`src/rtl/multi_irq_controller.sv`:
```
// ---------------------------------------------------------------------------
// multi_irq_controller
//
// Multi-source interrupt controller for the 16-bit pipelined RISC core.
// Latches rising edges on NUM_SRC maskable request lines, picks the lowest
// eligible index, drains fetch around jumps and immediate-carrying
// instructions, injects the two-word interrupt sequence into decode, exports
// the return PC and pulses a fetch redirect to the vector table. Further
// acceptance is blocked until the service routine retires its return.
//
// Ports:
//   clk, rst        clock, asynchronous active-high reset
//   irq_in          request lines (rising edge sets a pending bit)
//   irq_mask        1 = source masked (kept pending, not accepted)
//   function_bits   class of fetch-stage instruction (3'b100 = has immediate)
//   iam_jmp         fetch-stage instruction is a jump
//   next_pc         PC fetch will use next (jump target one cycle later)
//   rti_done        return-from-interrupt retired (one-cycle pulse)
//   stall_fetch     hold fetch
//   inject_valid    inject_instr replaces the fetched word this cycle
//   inject_instr    injected word
//   save_pc_valid   save_pc is the return address (INJ1 cycle)
//   save_pc         return address
//   redirect_fetch  one-cycle pulse: load PC from vector table[vector_id]
//   vector_id       most recently accepted source index
//   in_service      a routine is active
//   pending         pending request register
// ---------------------------------------------------------------------------
module multi_irq_controller #(
   parameter int unsigned   NUM_SRC   = 4,
   parameter int unsigned   PC_W      = 32,
   parameter logic [15:0]   BUBBLE    = 16'h07F8,
   parameter logic [15:0]   INT_WORD1 = 16'hF480,
   parameter logic [15:0]   INT_WORD2 = 16'h8000,
   localparam int unsigned  ID_W      = (NUM_SRC > 1) ? $clog2(NUM_SRC) : 1
) (
   input  logic                clk,
   input  logic                rst,
   input  logic [NUM_SRC-1:0]  irq_in,
   input  logic [NUM_SRC-1:0]  irq_mask,
   input  logic [2:0]          function_bits,
   input  logic                iam_jmp,
   input  logic [PC_W-1:0]     next_pc,
   input  logic                rti_done,
   output logic                stall_fetch,
   output logic                inject_valid,
   output logic [15:0]         inject_instr,
   output logic                save_pc_valid,
   output logic [PC_W-1:0]     save_pc,
   output logic                redirect_fetch,
   output logic [ID_W-1:0]     vector_id,
   output logic                in_service,
   output logic [NUM_SRC-1:0]  pending
);

   localparam logic [2:0] FUNC_IMM = 3'b100;

   typedef enum logic [2:0] {
      S_IDLE,
      S_JMP_WAIT,
      S_STALL_IMM,
      S_BUBBLE,
      S_INJ1,
      S_INJ2,
      S_REDIRECT,
      S_SERVICE
   } state_t;

   state_t               state_q, state_d;

   logic [NUM_SRC-1:0]   irq_prev_q, irq_prev_d;
   logic [NUM_SRC-1:0]   pending_q, pending_d;
   logic [NUM_SRC-1:0]   rise;
   logic [NUM_SRC-1:0]   eligible;
   logic [NUM_SRC-1:0]   clr;

   logic [ID_W-1:0]      vector_id_q, vector_id_d;
   logic [PC_W-1:0]      save_pc_q, save_pc_d;

   logic [ID_W-1:0]      sel_id;
   logic                 sel_found;
   logic                 accept;

   logic                 stall_fetch_q, stall_fetch_d;
   logic                 inject_valid_q, inject_valid_d;
   logic [15:0]          inject_instr_q, inject_instr_d;
   logic                 save_pc_valid_q, save_pc_valid_d;
   logic                 redirect_fetch_q, redirect_fetch_d;
   logic                 in_service_q, in_service_d;

   // Edge detect on request lines; masking only gates eligibility.
   always_comb begin
      irq_prev_d = irq_in;
      rise       = irq_in & ~irq_prev_q;
      eligible   = pending_q & ~irq_mask;
   end

   // Lowest-index eligible source.
   always_comb begin
      sel_found = 1'b0;
      sel_id    = '0;
      for (int unsigned i = 0; i < NUM_SRC; i++) begin
         if (!sel_found && eligible[i]) begin
            sel_found = 1'b1;
            sel_id    = ID_W'(i);
         end
      end
   end

   assign accept = (state_q == S_IDLE) && sel_found;

   // Acceptance clears its own bit; a coincident new edge re-sets it.
   always_comb begin
      clr       = accept ? (NUM_SRC'(1) << sel_id) : '0;
      pending_d = (pending_q & ~clr) | rise;
   end

   // Sequencer next state, vector latch and return-PC capture.
   always_comb begin
      state_d     = state_q;
      vector_id_d = vector_id_q;
      save_pc_d   = save_pc_q;
      case (state_q)
         S_IDLE: begin
            if (sel_found) begin
               vector_id_d = sel_id;
               if (iam_jmp) begin
                  state_d = S_JMP_WAIT;
               end else if (function_bits == FUNC_IMM) begin
                  // Return past the immediate word that still has to reach decode.
                  state_d   = S_STALL_IMM;
                  save_pc_d = next_pc + PC_W'(1);
               end else begin
                  state_d   = S_BUBBLE;
                  save_pc_d = next_pc;
               end
            end
         end
         S_JMP_WAIT: begin
            // Jump target resolves on next_pc one cycle after acceptance.
            save_pc_d = next_pc;
            state_d   = S_INJ1;
         end
         S_STALL_IMM: state_d = S_BUBBLE;
         S_BUBBLE:    state_d = S_INJ1;
         S_INJ1:      state_d = S_INJ2;
         S_INJ2:      state_d = S_REDIRECT;
         S_REDIRECT:  state_d = S_SERVICE;
         S_SERVICE: begin
            if (rti_done) begin
               state_d = S_IDLE;
            end
         end
         default:     state_d = S_IDLE;
      endcase
   end

   // Moore outputs decoded from the next state so they register with it.
   always_comb begin
      stall_fetch_d    = 1'b0;
      inject_valid_d   = 1'b0;
      inject_instr_d   = '0;
      save_pc_valid_d  = 1'b0;
      redirect_fetch_d = 1'b0;
      in_service_d     = 1'b0;
      case (state_d)
         S_JMP_WAIT,
         S_STALL_IMM: begin
            stall_fetch_d = 1'b1;
         end
         S_BUBBLE: begin
            stall_fetch_d  = 1'b1;
            inject_valid_d = 1'b1;
            inject_instr_d = BUBBLE;
         end
         S_INJ1: begin
            stall_fetch_d   = 1'b1;
            inject_valid_d  = 1'b1;
            inject_instr_d  = INT_WORD1;
            save_pc_valid_d = 1'b1;
         end
         S_INJ2: begin
            stall_fetch_d  = 1'b1;
            inject_valid_d = 1'b1;
            inject_instr_d = INT_WORD2 | 16'(vector_id_d);
         end
         S_REDIRECT: begin
            redirect_fetch_d = 1'b1;
         end
         S_SERVICE: begin
            in_service_d = 1'b1;
         end
         default: begin
            stall_fetch_d = 1'b0;
         end
      endcase
   end

   // State and output registers.
   always_ff @(posedge clk or posedge rst) begin
      if (rst) begin
         state_q          <= S_IDLE;
         irq_prev_q       <= '0;
         pending_q        <= '0;
         vector_id_q      <= '0;
         save_pc_q        <= '0;
         stall_fetch_q    <= 1'b0;
         inject_valid_q   <= 1'b0;
         inject_instr_q   <= '0;
         save_pc_valid_q  <= 1'b0;
         redirect_fetch_q <= 1'b0;
         in_service_q     <= 1'b0;
      end else begin
         state_q          <= state_d;
         irq_prev_q       <= irq_prev_d;
         pending_q        <= pending_d;
         vector_id_q      <= vector_id_d;
         save_pc_q        <= save_pc_d;
         stall_fetch_q    <= stall_fetch_d;
         inject_valid_q   <= inject_valid_d;
         inject_instr_q   <= inject_instr_d;
         save_pc_valid_q  <= save_pc_valid_d;
         redirect_fetch_q <= redirect_fetch_d;
         in_service_q     <= in_service_d;
      end
   end

   assign stall_fetch    = stall_fetch_q;
   assign inject_valid   = inject_valid_q;
   assign inject_instr   = inject_instr_q;
   assign save_pc_valid  = save_pc_valid_q;
   assign save_pc        = save_pc_q;
   assign redirect_fetch = redirect_fetch_q;
   assign vector_id      = vector_id_q;
   assign in_service     = in_service_q;
   assign pending        = pending_q;

endmodule

```
`config.mk`:
```
export PLATFORM = sky130hd
export DESIGN_NAME = multi_irq_controller
export DESIGN_NICKNAME = d
export VERILOG_FILES = /design/src/rtl/multi_irq_controller.sv
export SDC_FILE = /design/constraint.sdc
export NUM_CORES = 1
export LEC_CHECK = 0
export ABC_AREA = 1
export CORE_UTILIZATION = 42
export DETAILED_ROUTE_END_ITERATION = 7
export GPL_ROUTABILITY_DRIVEN = 0
export HOLD_SLACK_MARGIN = 0.03
export PLACE_DENSITY = 0.77
export REMOVE_ABC_BUFFERS = 1
export SYNTH_ARGS = -nofsm -noshare
export SYNTH_HDL_FRONTEND = slang
export SYNTH_SLANG_ARGS = --single-unit
```
`constraint.sdc`:
```
create_clock -name clk -period 1.7 [get_ports clk]
set_clock_uncertainty 0.15 [all_clocks]
set_input_delay 0.34 -clock clk [delete_from_list [all_inputs] [get_ports clk]]
set_output_delay 0.34 -clock clk [all_outputs]
set_load 0.02 [all_outputs]
```
After elaboration in Yosys (flattened, before gate mapping). Index checks and enable logic that the tools add are counted.

Bits in read-only memories: 0. Latch bits: 0. Memories: 0. Output and inout bits: 59. Bits of input ports: 47. RAM bits: 0. Register bits: 66. Logic and storage cells: 75.

Mux-type cells: 25. Shift operators: 1. Divide/modulo/power cells: 0. Add/subtract/negate cells: 1. Multipliers: 0. Magnitude comparators: 0. Reduce and logical (&&, ||, !) cells: 13. Bitwise operators: 7. Equal/unequal tests: 17.

Operators with widths (count): two-way mux 32 bit (3); case mux 32 bit (2 select lines) (1); case mux 16 bit (3 select lines) (1); adder 32 x 1 -> 32 bit, second input constant (1); equality test 3 bit, second input constant (9); case mux 3 bit (7 select lines) (1); AND 4 bit (3); equality test 3 x 2 -> 1 bit, second input constant (4); NOT 4 bit (3); two-way mux 1 bit (11); two-way mux 2 bit (5); equality test 3 x 1 -> 1 bit, second input constant (2); two-way mux 3 bit (2); OR reduction 5 bit (1); logical AND 1 bit (4); two-way mux 4 bit (1); inequality test 2 bit, second input constant (2); OR 4 bit (1); left shift 1 x 2 -> 4 bit, first input constant (1); zero test 1 bit (3); zero test 3 bit (1); AND reduction 3 bit (1); OR reduction 3 bit (1); nonzero test 2 bit (1); OR reduction 2 bit (1).

Longest topological paths before layout. Gate-level depths: netlist of run 1.

Word-level depth: 17. Depth in mapped cells: 11. Depth with buffers taken out: 11.

Least setup slack after synthesis of run 1. OpenSTA, ideal clock, no wires.

Kind: reg-to-reg. Start point: reg pending_q[0], in the netlist pending[0]. End point: reg save_pc_q[8], in the netlist save_pc[8]. Path slack: 0.090 ns. Arrival time: 1.342 ns. Buffers on the path: 1. Cell stages (with the launch flop): 11. Period minus slack after synthesis: 1.610 ns. Data required time: 1.432 ns. Path through: dfrtp_1 nand2_1 nand2_1 inv_1 nand3_1 nand2_2 a21oi_4 inv_4 buf_4 nand2_1 nand2_1.

Cells in the longest elaborated chain, start to end: 13.

RTL lines: start, declared (line 72) `logic [NUM_SRC-1:0] pending_q, pending_d;`; start signal, assigned (line 216) `pending_q <= pending_d;`; AND 4 bit * (line 95) `eligible = pending_q & ~irq_mask;`; two-way mux 1 bit * (line 103) `if (!sel_found && eligible[i]) begin`; zero test 1 bit (line 103); logical AND 1 bit (line 103); two-way mux 1 bit * (line 103); zero test 1 bit (line 103); logical AND 1 bit (line 103); two-way mux 1 bit * (line 103); zero test 1 bit (line 103); logical AND 1 bit (line 103); two-way mux 1 bit * (line 103); inequality test 2 bit (no line) *; AND reduction 3 bit (no line) *; end signal, assigned (line 218) `save_pc_q <= save_pc_d;`; end, declared (line 78) `logic [PC_W-1:0] save_pc_q, save_pc_d;`.

Mark *: on every way between the ends. The rest lies on a longest branch, timed or not. A chain may end at the register's enable or synchronous reset.

Worst setup path in the final report of run 1.
Start point: reg state_q[0]. End point: reg save_pc_q[0], in the netlist save_pc[0].

Cells in the longest elaborated chain, start to end: 3. Elaborated cells on any way between the ends: 7. Classes of those cells: 3 x eq/ne; 1 x mux; 3 x reduce/logical.

RTL lines: start, declared (line 69) `state_t state_q, state_d;`; start signal, assigned (line 214) `state_q <= state_d;`; equality test 3 x 1 -> 1 bit / zero test 3 bit (equally long branches) (line 123) `case (state_q)`; nonzero test 2 bit (no line) / inequality test 2 bit (equally long branches); AND reduction 3 bit (no line).

Parallel ways exist; a longest one is shown, timed or not.

==> summary.md, run 1 <==
| Metric | Value |
|---|---|
| Worst setup EP type | flop |
| FF-to-FF path depth | 9 |
| Clk buf depth | 2 |
| Total clock sinks | between 50 and 60 |
| Die Y-Extent | 88.75 µm |
| Diode count | 0 |
| Sequential area share after synthesis | 0.4434 |
| Starting Density | 0.4357 |
| VDD IR max | 0.8970 mV |
| Chip Width | approximately 89 µm |
| Max Freq | ~0.56 GHz |
| Most frequent cells in the layout | nand2_1, buf_4, dlygate4sd2_1, dfrtp_1, inv_1 |
| Remaining antenna violation count | 0 |
| Via count | about 3400 |
| Skew-Pair Late Insertion Delay | 0.32 ns |
| Crit path launch type | flop |
| Final Hold Viols | 0 |
| First-pass GRT wire length | 14.31 mm |
| Worst setup path class | flop to flop |
| Final setup fails | 32 |
| Post-DP HPWL | roughly 6.7 mm |
| Die Footprint | slightly below 8000 µm² |
| Post-DP Area | ~4700 µm² |
| Simple-gate portion of the synthesized area | 0.3500 |
| H-tree depth | 2 |
| Starting DRT DRC Count | 164 |
| Row count | 31 |
| Setup TNS | -1.382 ns |
| CP Max Fanout | 6 |
| Clock transition at the registers of the reported paths | around 0.11 ns |
| Grt ovf | 0 |
| Number of global-route vias before repair | roughly 3200 |
| Layout cell share with drive strength beyond 1 | 0.2280 |
| Synth Area in Adders | 0.003959 |
| Final layout net count | roughly 650 |
| Count of different cell masters after synthesis | 28 |
| Cts bufs inserted | 5 |
| Worst r2r src | state_q[0]$_DFF_PP0_ |
| Max cap viols | 0 |
| Most area-consuming cells after synthesis | dfrtp_1, nand2_1, nand3_1 |
| Hold Crit Class | primary input to asynchronous set/reset pin |
| Synth Cell Area | 3161 µm² |
| Gate Count Post-Synth | between 400 and 500 |
| Root Buffer | clkbuf_8 |
| EDFF count, synth | 0 |
| Largest net degree at the start of global routing | 57 |
| RSZ-0062 raised after global routing | yes |
| # DRC | 0 |
| Synth area leader | dfrtp_1 |
| Synth Area in XOR/XNOR | 0.03048 |
| Average cell area after synthesis | roughly 7.3 µm² |
| CP arrival | around 1.8 ns |
| Slew Limit Fails | 0 |
| Top FF cell, synth | dfrtp_1 |
| Power per Cell Area | between 1000 and 1500 nW/µm² |
| Crit path required time | 1.75 ns |
| Routed WL | ~9.4 mm |
| PnR worst setup slack | -0.08117 ns |
| Synth async-reset ratio | 1.000 |
| Routed wire per std cell | roughly 13 µm |
| Core area | ~7300 µm² |
| RR Endpoint | save_pc[0]$_DFFE_PP0P_ |
| Antenna violations before repair | 0 |
| Pleak | between 0.002 and 0.003 µW |
| Post-Route Utilization | 0.6902 |
| Vias per cell | ~4.9 |
| Port-buffer cells | just over 100 |
| Largest family of logic cells by synthesized area | simple AND/OR/NAND/NOR gates |
| Status | complete, but fails checks |
| Area Overhead vs Synth | 58.39% |
| All-layer global routing usage | 0.2356 |
| Share of the synthesized area in the top cell type | 0.4434 |
| TritonCTS clock tree | built |
| I/O pins | 106 |
| Compound-cell area share of the yosys netlist | 0.05622 |
| FF-to-FF setup slack | -0.08 ns |
| Most common library cell in the layout ignoring fill and taps | nand2_1 |
| Failing checks | negative setup slack |
| Final period util | 1.048 |
| Router iterations before antenna repair | 4 |
| Mux cell area share after synthesis | 0 |
| Tmin final | between 1.5 and 2 ns |
| Synth Register Bits | 56 |
| Warnings from Yosys | 0 |
| Final Cell Area | between 5000 and 6000 µm² |
==> where the power goes <==
part | total [µW] | switching, µW | internal (µW)
sequential | 2210 | 326 | 1890
clock | 792 | 488 | 304
combinational | 3730 | 2190 | 1540
==> registers in the layout (all words and copies together), names as in the netlist, 2 cells and up <==
register and flops:
vector_id 2, pending 4, irq_prev_q 4, inject_instr 6, state_q 3, save_pc 32
==> worst max path at each step <==
stage | start | cells past startpoint | slack [ns] | end
finish | state_q[0]$_DFF_PP0_ | 9 | -0.08 | save_pc[0]$_DFFE_PP0P_
global route | state_q[0]$_DFF_PP0_ | 9 | -0.16 | save_pc[0]$_DFFE_PP0P_
CTS | next_pc[10] | 11 | 0.0005 | save_pc[31]$_DFFE_PP0P_
detailed placement | next_pc[0] | 9 | -0.55 | save_pc[28]$_DFFE_PP0P_
global placement | next_pc[0] | 9 | -0.49 | save_pc[28]$_DFFE_PP0P_
floorplan | pending[0]$_DFF_PP0_ | 9 | -0.17 | save_pc[10]$_DFFE_PP0P_
==> synth_stat cells (2+ instances only) <==
master   instances
o21ai_0         10
xor2_1           9
nand4_1         14
inv_2            4
o21ai_1         14
buf_4           15
nand2_2          2
nand3_2          2
inv_1           55
xnor2_1          2
nand3_1         50
nor2_2           7
buf_6            2
nor3_1           5
nand2_1        142
nor2_1          34
dfrtp_1         56
==> critical path: stages, from the launching register on <==
cell,delay (ns)
dfrtp_1,0.44
inv_2,0.11
nand2_4,0.07
nor2_4,0.15
nand2_4,0.09
a21oi_4,0.22
clkinv_4,0.14
clkbuf_16,0.18
nand2_1,0.05
o21ai_1,0.06
==> layout make-up <==
class                           count  area [µm²]
Multi-Input combinational cell    302        1577
Timing Repair Buffer              175        1577
Clock inverter                      3       27.53
Clock buffer                        5       68.82
Sequential cell                    56        1403
Fill cell                         607        2247
Inverter                           60       230.2
Tap cell                           99       123.9
==> cell families after synthesis <==
group,after synthesis
fa+ha+maj,1
xor+xnor,11
flops,56
simple gates,257
other cells,1
compound gates,31
buf+inv,77
==> layer usage <==
layer	vias to the layer above	global-route usage	part of all wire
met5	-	0	0
met3	16	0.03638	0.046
met4	0	0.08065	0.022
li1	1692	-	-
met1	1616	0.2924	0.43
met2	98	0.4168	0.50
==> repair_timing <==
item / CTS / global route
pin swaps: 5 / 9
buffers inserted: 2 / 4
gates cloned: 0 / 3
hold buffers: 0 / 0
gates resized for setup: 73 / 48
setup endpoints to repair: 77 / 38
==> through the flow <==
step                total power (µW)  hold WS [ns]  cells  setup WS (ns)
detailed placement              5867        0.2781    683        -0.5539
CTS                             6262        0.2372    693      0.0004815
finish                          6738        0.2275    700       -0.08117
global route                    7175        0.2947    700        -0.1627
global placement                5745        0.2557    683        -0.4904
floorplan                       3953        0.2214    418        -0.1736
No activity file was read; power rests on OpenSTA's default activity.
==> run 2, diff against run 1 <==
ABC_AREA = default   (was 1)
CORE_UTILIZATION = 40   (was 42)
PLACE_DENSITY = 0.76   (was 0.77)
SLEW_MARGIN = 20   (was default)
==> run 2 against run 1 <==
  * The run still ends with negative setup slack left
  * Count of clock-buffer cells in the layout increased by 1
  * Via count decreased by 17%
  * Combinational power increased by 11%
  * Clock power decreased by 8.2%
  * Global-route usage shrank 2.0 points
  * Cell area down 0.97%
  * Sequential power is 4% higher
  * Synthesized area down 9.5%
  * Cell count fell by 19%
  * Total power increased by 6.1%
  * Sequential share of layout area up 0.25 points
  * Critical path type unchanged
  * Highest routed layer unchanged
==> summary.md, run 2 <==
| Metric | Value |
|---|---|
| Power consumption | between 7000 and 8000 µW |
| Setup WS pre-CTS | -0.7205 ns |
| H-tree depth | 2 |
| Hold Crit Class | primary input to flop |
| Final setup fails | 36 |
| Pleak | 0.002174 µW |
| Die Y-Extent | 86.56 µm |
| Row count | 30 |
| CP arrival | 1.87 ns |
| Worst setup path class | flop to flop |
| First-pass GRT wire length | 12.64 mm |
| Synth Cell Area | around 2900 µm² |
| FF-to-FF setup slack | -0.12 ns |
| Hold Buf Count CTS | 0 |
| Failing checks | negative setup slack |
| Vias per cell | 5.011 |
| Skew-Pair Late Insertion Delay | about 0.30 ns |
| Clock transition at the registers of the reported paths | 0.10 ns |
| Worst setup EP type | flop |
| Setup TNS | -2.728 ns |
| Synth area leader | dfrtp_1 |
| Max Freq | 0.5481 GHz |
| Crit path max-delay family | simple AND/OR/NAND/NOR gates |
| Synth async-reset ratio | 1.000 |
| Root Buffer | clkbuf_8 |
| Tmin final | ~1.8 ns |
| Antenna violations before repair | 0 |
| Crit path required time | 1.75 ns |
| Starting DRT DRC Count | 96 |
| VDD IR max | 0.7758 mV |
| Average cell area after synthesis | 9.409 µm² |
| Area Overhead vs Synth | 73.32% |
| EDFF count, synth | 0 |
| Routed WL | slightly above 8 mm |
| Count of different cell masters after synthesis | 41 |
| Min-Delay Endpoint | pending[0]$_DFF_PP0_ |
| # DRC | 0 |
| Final Hold Viols | 0 |
| Area of the multi-input gates | 1657 µm² |
| Most frequent cells in the layout | dlygate4sd2_1, buf_4, dfrtp_1, clkdlybuf4s50_1, a21oi_1 |
| Power per Cell Area | ~1400 nW/µm² |
| Crit path launch type | flop |
| Routed wire per std cell | roughly 15 µm |
| Die Footprint | ~7500 µm² |
| Post-DP HPWL | ~5.2 mm |
| I/O pins | 106 |
| Layout cell share with drive strength beyond 1 | 0.3526 |
| Remaining antenna violation count | 0 |
| Commonest cells post-synth | dfrtp_1, nor2_1, a21oi_1 |
| Gate Count Post-Synth | slightly above 300 |
| Diode count | 0 |
| Cell count after placement | 538 |
| Most numerous cell in the Yosys netlist | dfrtp_1 |
| Crit path buf inv count | 0 |
| TritonCTS clock tree | built |
| Total clock sinks | between 50 and 60 |
| Sequential area share after synthesis | 0.4899 |
| Final period util | 1.073 |
| All-layer global routing usage | 0.2158 |
| Fin cells | about 560 |
| Clk buf depth | 2 |
| Most common library cell in the layout ignoring fill and taps | dlygate4sd2_1 |
| Worst-path cell chain | or3b_4 -> and4_2 -> nand3_1 -> xor2_1 -> a21oi_1 |
| PnR worst setup slack | -0.1246 ns |
| Chip Width | slightly below 90 µm |
| Most area-consuming cells after synthesis | dfrtp_1, nor2_1, a21oi_1 |
| Hold path depth | 3 |
| Cts bufs inserted | 5 |
| Port-buffer cells | a little over 100 |
| RR Endpoint | save_pc[30]$_DFFE_PP0P_ |
| Largest net degree at the start of global routing | 57 |
| Number of global-route vias before repair | 2714 |
| Delay of the slowest critical-path stage | around 0.45 ns |
| Starting Density | 0.4164 |
| Final hold slack | roughly 0.23 ns |
| Share of the synthesized area in the top cell type | 0.4899 |
| Fillers | about 560 |
| Final layout net count | 515 |
| Synth Register Bits | between 50 and 60 |
| Grt ovf | 0 |
| Worst r2r src | state_q[2]$_DFF_PP0_ |
| Via count | 2826 |
| Core area | 6869 µm² |
| FF-to-FF path depth | 5 |
| Max cap viols | 0 |
| Status | complete, but fails checks |
| Warnings from Yosys | 0 |
| Top FF cell, synth | dfrtp_1 |
| RSZ-0062 raised after global routing | yes |
| Slew Limit Fails | 0 |
| Max reg flops | 32 |
| Register area | around 1400 µm² |
| Router iterations before antenna repair | 4 |
| CP Max Fanout | 7 |
| Hold Crit Start | irq_mask[0] |
| CP max stage cell | or3b_4 |
## run 2: cell count changes after synthesis, sizes merged, moves of 7 or more
cell / previous run / this run
a21oi: 2 / 34
nand3: 52 / 17
nor3: 5 / 12
o21ai: 24 / 9
clkbuf: 0 / 8
inv: 60 / 16
xnor2: 2 / 18
nand2: 144 / 9
## run 2: metrics by stage
step / area (µm²) / utilization
after floorplan: 2708 / -
after global placement: 4319 / 0.6288
after detailed placement: 4319 / 0.6288
after CTS: 4558 / 0.6636
after global routing: 4957 / 0.7217
final: 4957 / 0.7217
## run 2: timing repair
item                                    CTS  global route
cloned                                    3             4
gates resized for setup                 102            92
buffers inserted                          8             3
pin swaps                                20            14
endpoints found under the setup margin  100            42
## run 2: cell families after synthesis
| family | share of synthesized area |
|---|---|
| fa+ha+maj | 0.004374 |
| compound gates | 0.1120 |
| xor+xnor | 0.09493 |
| buf+inv | 0.07568 |
| simple gates | 0.2183 |
| other cells | 0.001311 |
| flops | 0.4899 |
| mux | 0.003500 |
## run 2: worst max-delay path by stage
| stage | from | end | slack [ns] | cells after the start |
|---|---|---|---|---|
| 3_5_place_dp | next_pc[7] | save_pc[25]$_DFFE_PP0P_ | -0.72 | 8 |
| 6_report | state_q[2]$_DFF_PP0_ | save_pc[30]$_DFFE_PP0P_ | -0.12 | 5 |
| 4_1_cts | irq_mask[0] | save_pc[25]$_DFFE_PP0P_ | -0.16 | 8 |
| 2_1_floorplan | pending[1]$_DFF_PP0_ | save_pc[0]$_DFFE_PP0P_ | -1.22 | 4 |
| 3_3_place_gp | next_pc[7] | save_pc[25]$_DFFE_PP0P_ | -0.65 | 8 |
| 5_1_grt | state_q[1]$_DFF_PP0_ | save_pc[30]$_DFFE_PP0P_ | -0.21 | 5 |
## run 2: worst register-to-register path: cells and delay by family (launching register included)
kind / cells / cell delay (ns)
flops: 1 / 0.41
compound gates: 1 / 0.09
xor+xnor: 1 / 0.18
simple gates: 3 / 0.89
## run 2: cell type report
type / instances / share of cell area
Multi-Input combinational cell: 209 / 0.3342
Tap cell: 96 / 0.02423
Inverter: 16 / 0.01212
Timing Repair Buffer: 179 / 0.3289
Clock buffer: 6 / 0.01464
Sequential cell: 56 / 0.2827
Clock inverter: 2 / 0.003281
## run 2: layer usage
metal / vias to the layer above / wire length (µm) / track usage
li1: 1352 / - / -
met1: 1361 / 3491 / 0.2669
met2: 99 / 4201 / 0.3838
met3: 14 / 478 / 0.04286
met4: 0 / 148 / 0.05909
met5: - / 0 / 0
## run 2: power by group
| group | leakage (µW) | internal [µW] | total (µW) | switching [µW] |
|---|---|---|---|---|
| combinational | 0.00150 | 1860 | 4140 | 2280 |
| clock | 0.0000414 | 294 | 727 | 432 |
| sequential | 0.000632 | 1900 | 2290 | 389 |
==> run 3, diff against run 2 <==
CORE_MARGIN = 3   (was default)
==> run 3 against run 2 <==
  * The flow still finishes with violations (negative setup slack)
  * Cell area down 0.38%
  * Clock power up 21%
  * Register-to-register slack about the same
  * Total power up 0.73%
  * Critical path type unchanged
  * Highest routed layer unchanged
==> summary.md, run 3 (synthesis gave the netlist of run 2 again) <==
| Metric | Value |
|---|---|
| Status | complete, but fails checks |
| Failing checks | negative setup slack |
| H-tree depth | 2 |
| VDD IR max | approximately 0.69 mV |
| Tmin final | 1.818 ns |
| Core area | ~6900 µm² |
| Total clock sinks | 56 |
| Skew-Pair Late Insertion Delay | approximately 0.3 ns |
| Worst r2r src | state_q[1]$_DFF_PP0_ |
| Clk buf depth | 2 |
| Vias per cell | between 4 and 5 |
| Pleak | ~0.0022 µW |
| Worst setup path class | flop to flop |
| Starting DRT DRC Count | between 70 and 80 |
| Largest net degree at the start of global routing | 65 |
| Power consumption | just over 7000 µW |
| Routed WL | between 8 and 9 mm |
| Crit path launch type | flop |
| Die Y-Extent | around 90 µm |
| Clock transition at the registers of the reported paths | 0.10 ns |
| Crit path required time | 1.78 ns |
| Register area | around 1400 µm² |
| TritonCTS clock tree | built |
| Die Footprint | 8201 µm² |
| Cts bufs inserted | 5 |
| Area Overhead vs Synth | 72.66% |
| Routed wire per std cell | 15.07 µm |
| Final period util | 1.069 |
| Final setup fails | 38 |
| CP startpoint | state_q[1]$_DFF_PP0_ |
| Final hold slack | 0.2325 ns |
| Most frequent cells in the layout | dlygate4sd2_1, buf_4, dfrtp_1, nor2_1, clkdlybuf4s50_1 |
| Area of the multi-input gates | 1620 µm² |
| Fin cells | between 500 and 600 |
| All-layer global routing usage | 0.1808 |
| Hold Crit Start | irq_mask[3] |
| I/O pins | between 100 and 150 |
| Post-DP HPWL | between 5 and 6 mm |
| Port-buffer cells | slightly above 100 |
| Hold Crit Class | primary input to flop |
| Grt ovf | 0 |
| # DRC | 0 |
| Antenna violations before repair | 0 |
| Final Hold Viols | 0 |
| First-pass GRT wire length | 12.22 mm |
| Worst setup EP type | flop |
| Chip Width | 90.56 µm |
| Layout cell share with drive strength beyond 1 | 0.3412 |
| Setup WS pre-CTS | -0.6529 ns |
| Final layout net count | between 500 and 600 |
| Cell count after placement | 538 |
| CP arrival | approximately 1.9 ns |
| Root Buffer | clkbuf_8 |
| CP Max Fanout | 8 |
| RSZ-0062 raised after global routing | yes |
| Remaining antenna violation count | 0 |
| Max Freq | between 0.5 and 0.6 GHz |
| Row count | 30 |
| Fillers | roughly 550 |
| Slew Limit Fails | 0 |
| Power per Cell Area | around 1500 nW/µm² |
| Diode count | 0 |
| Router iterations before antenna repair | 4 |
| Setup TNS | -2.708 ns |
| PnR worst setup slack | -0.1180 ns |
| Number of global-route vias before repair | 2696 |
| Most common library cell in the layout ignoring fill and taps | dlygate4sd2_1 |
| Starting Density | 0.4164 |
| Via count | ~2800 |
| Max reg flops | 32 |
| Max cap viols | 0 |
## run 3: area by class of cell
cell class / count / area share
timing repair buffer: 177 / 0.3291
multi-input combinational: 209 / 0.3281
sequential: 56 / 0.2838
tap: 96 / 0.02432
clock buffer: 6 / 0.01469
inverter: 16 / 0.01216
clock inverter: 2 / 0.007854
## run 3: timing repair
action / 4_1_cts / 5_1_grt
gates resized for setup: 116 / 75
buffers inserted: 4 / 7
hold buffers: 0 / 0
pin swaps: 25 / 19
cloned: 1 / 6
endpoints found under the setup margin: 101 / 40
## run 3: power breakdown
| group | leakage (µW) | switching [µW] | internal [µW] |
|---|---|---|---|
| clock | 0.0000558 | 431 | 446 |
| sequential | 0.000632 | 346 | 1900 |
| combinational | 0.00148 | 2270 | 1820 |
## run 3: routing by layer
layer,up-vias,track usage,wire length [µm]
li1,1356,-,-
met1,1338,0.2257,3551
met2,90,0.3113,4221
met3,14,0.05000,554
met4,0,0.03954,143
met5,-,0,0
## run 3: metrics by stage
| step | util | area, µm² |
|---|---|---|
| 6_report | 0.7189 | 4938 |
| 4_1_cts | 0.6588 | 4526 |
| 2_1_floorplan | - | 2708 |
| 5_1_grt | 0.7189 | 4938 |
| 3_5_place_dp | 0.6288 | 4319 |
| 3_3_place_gp | 0.6288 | 4319 |
## run 3: worst paths after layout
path,to,slack [ns],cells after the start
max in group asynchronous,save_pc[13]$_DFFE_PP0P_,0.91,3
max,save_pc[14]$_DFFE_PP0P_,-0.12,7
min in group asynchronous,inject_instr[9]$_DFF_PP0_,0.25,3
max reg2reg,save_pc[14]$_DFFE_PP0P_,-0.12,7
min,pending[3]$_DFF_PP0_,0.23,3
min reg2reg,pending[1]$_DFF_PP0_,0.26,1
## run 3: critical path, stage by stage (launching register included)
cell	delay, ns
dfrtp_1	0.40
or3b_4	0.45
buf_6	0.15
o41ai_4	0.05
buf_6	0.20
clkbuf_16	0.20
nor2_4	0.04
a21oi_2	0.11
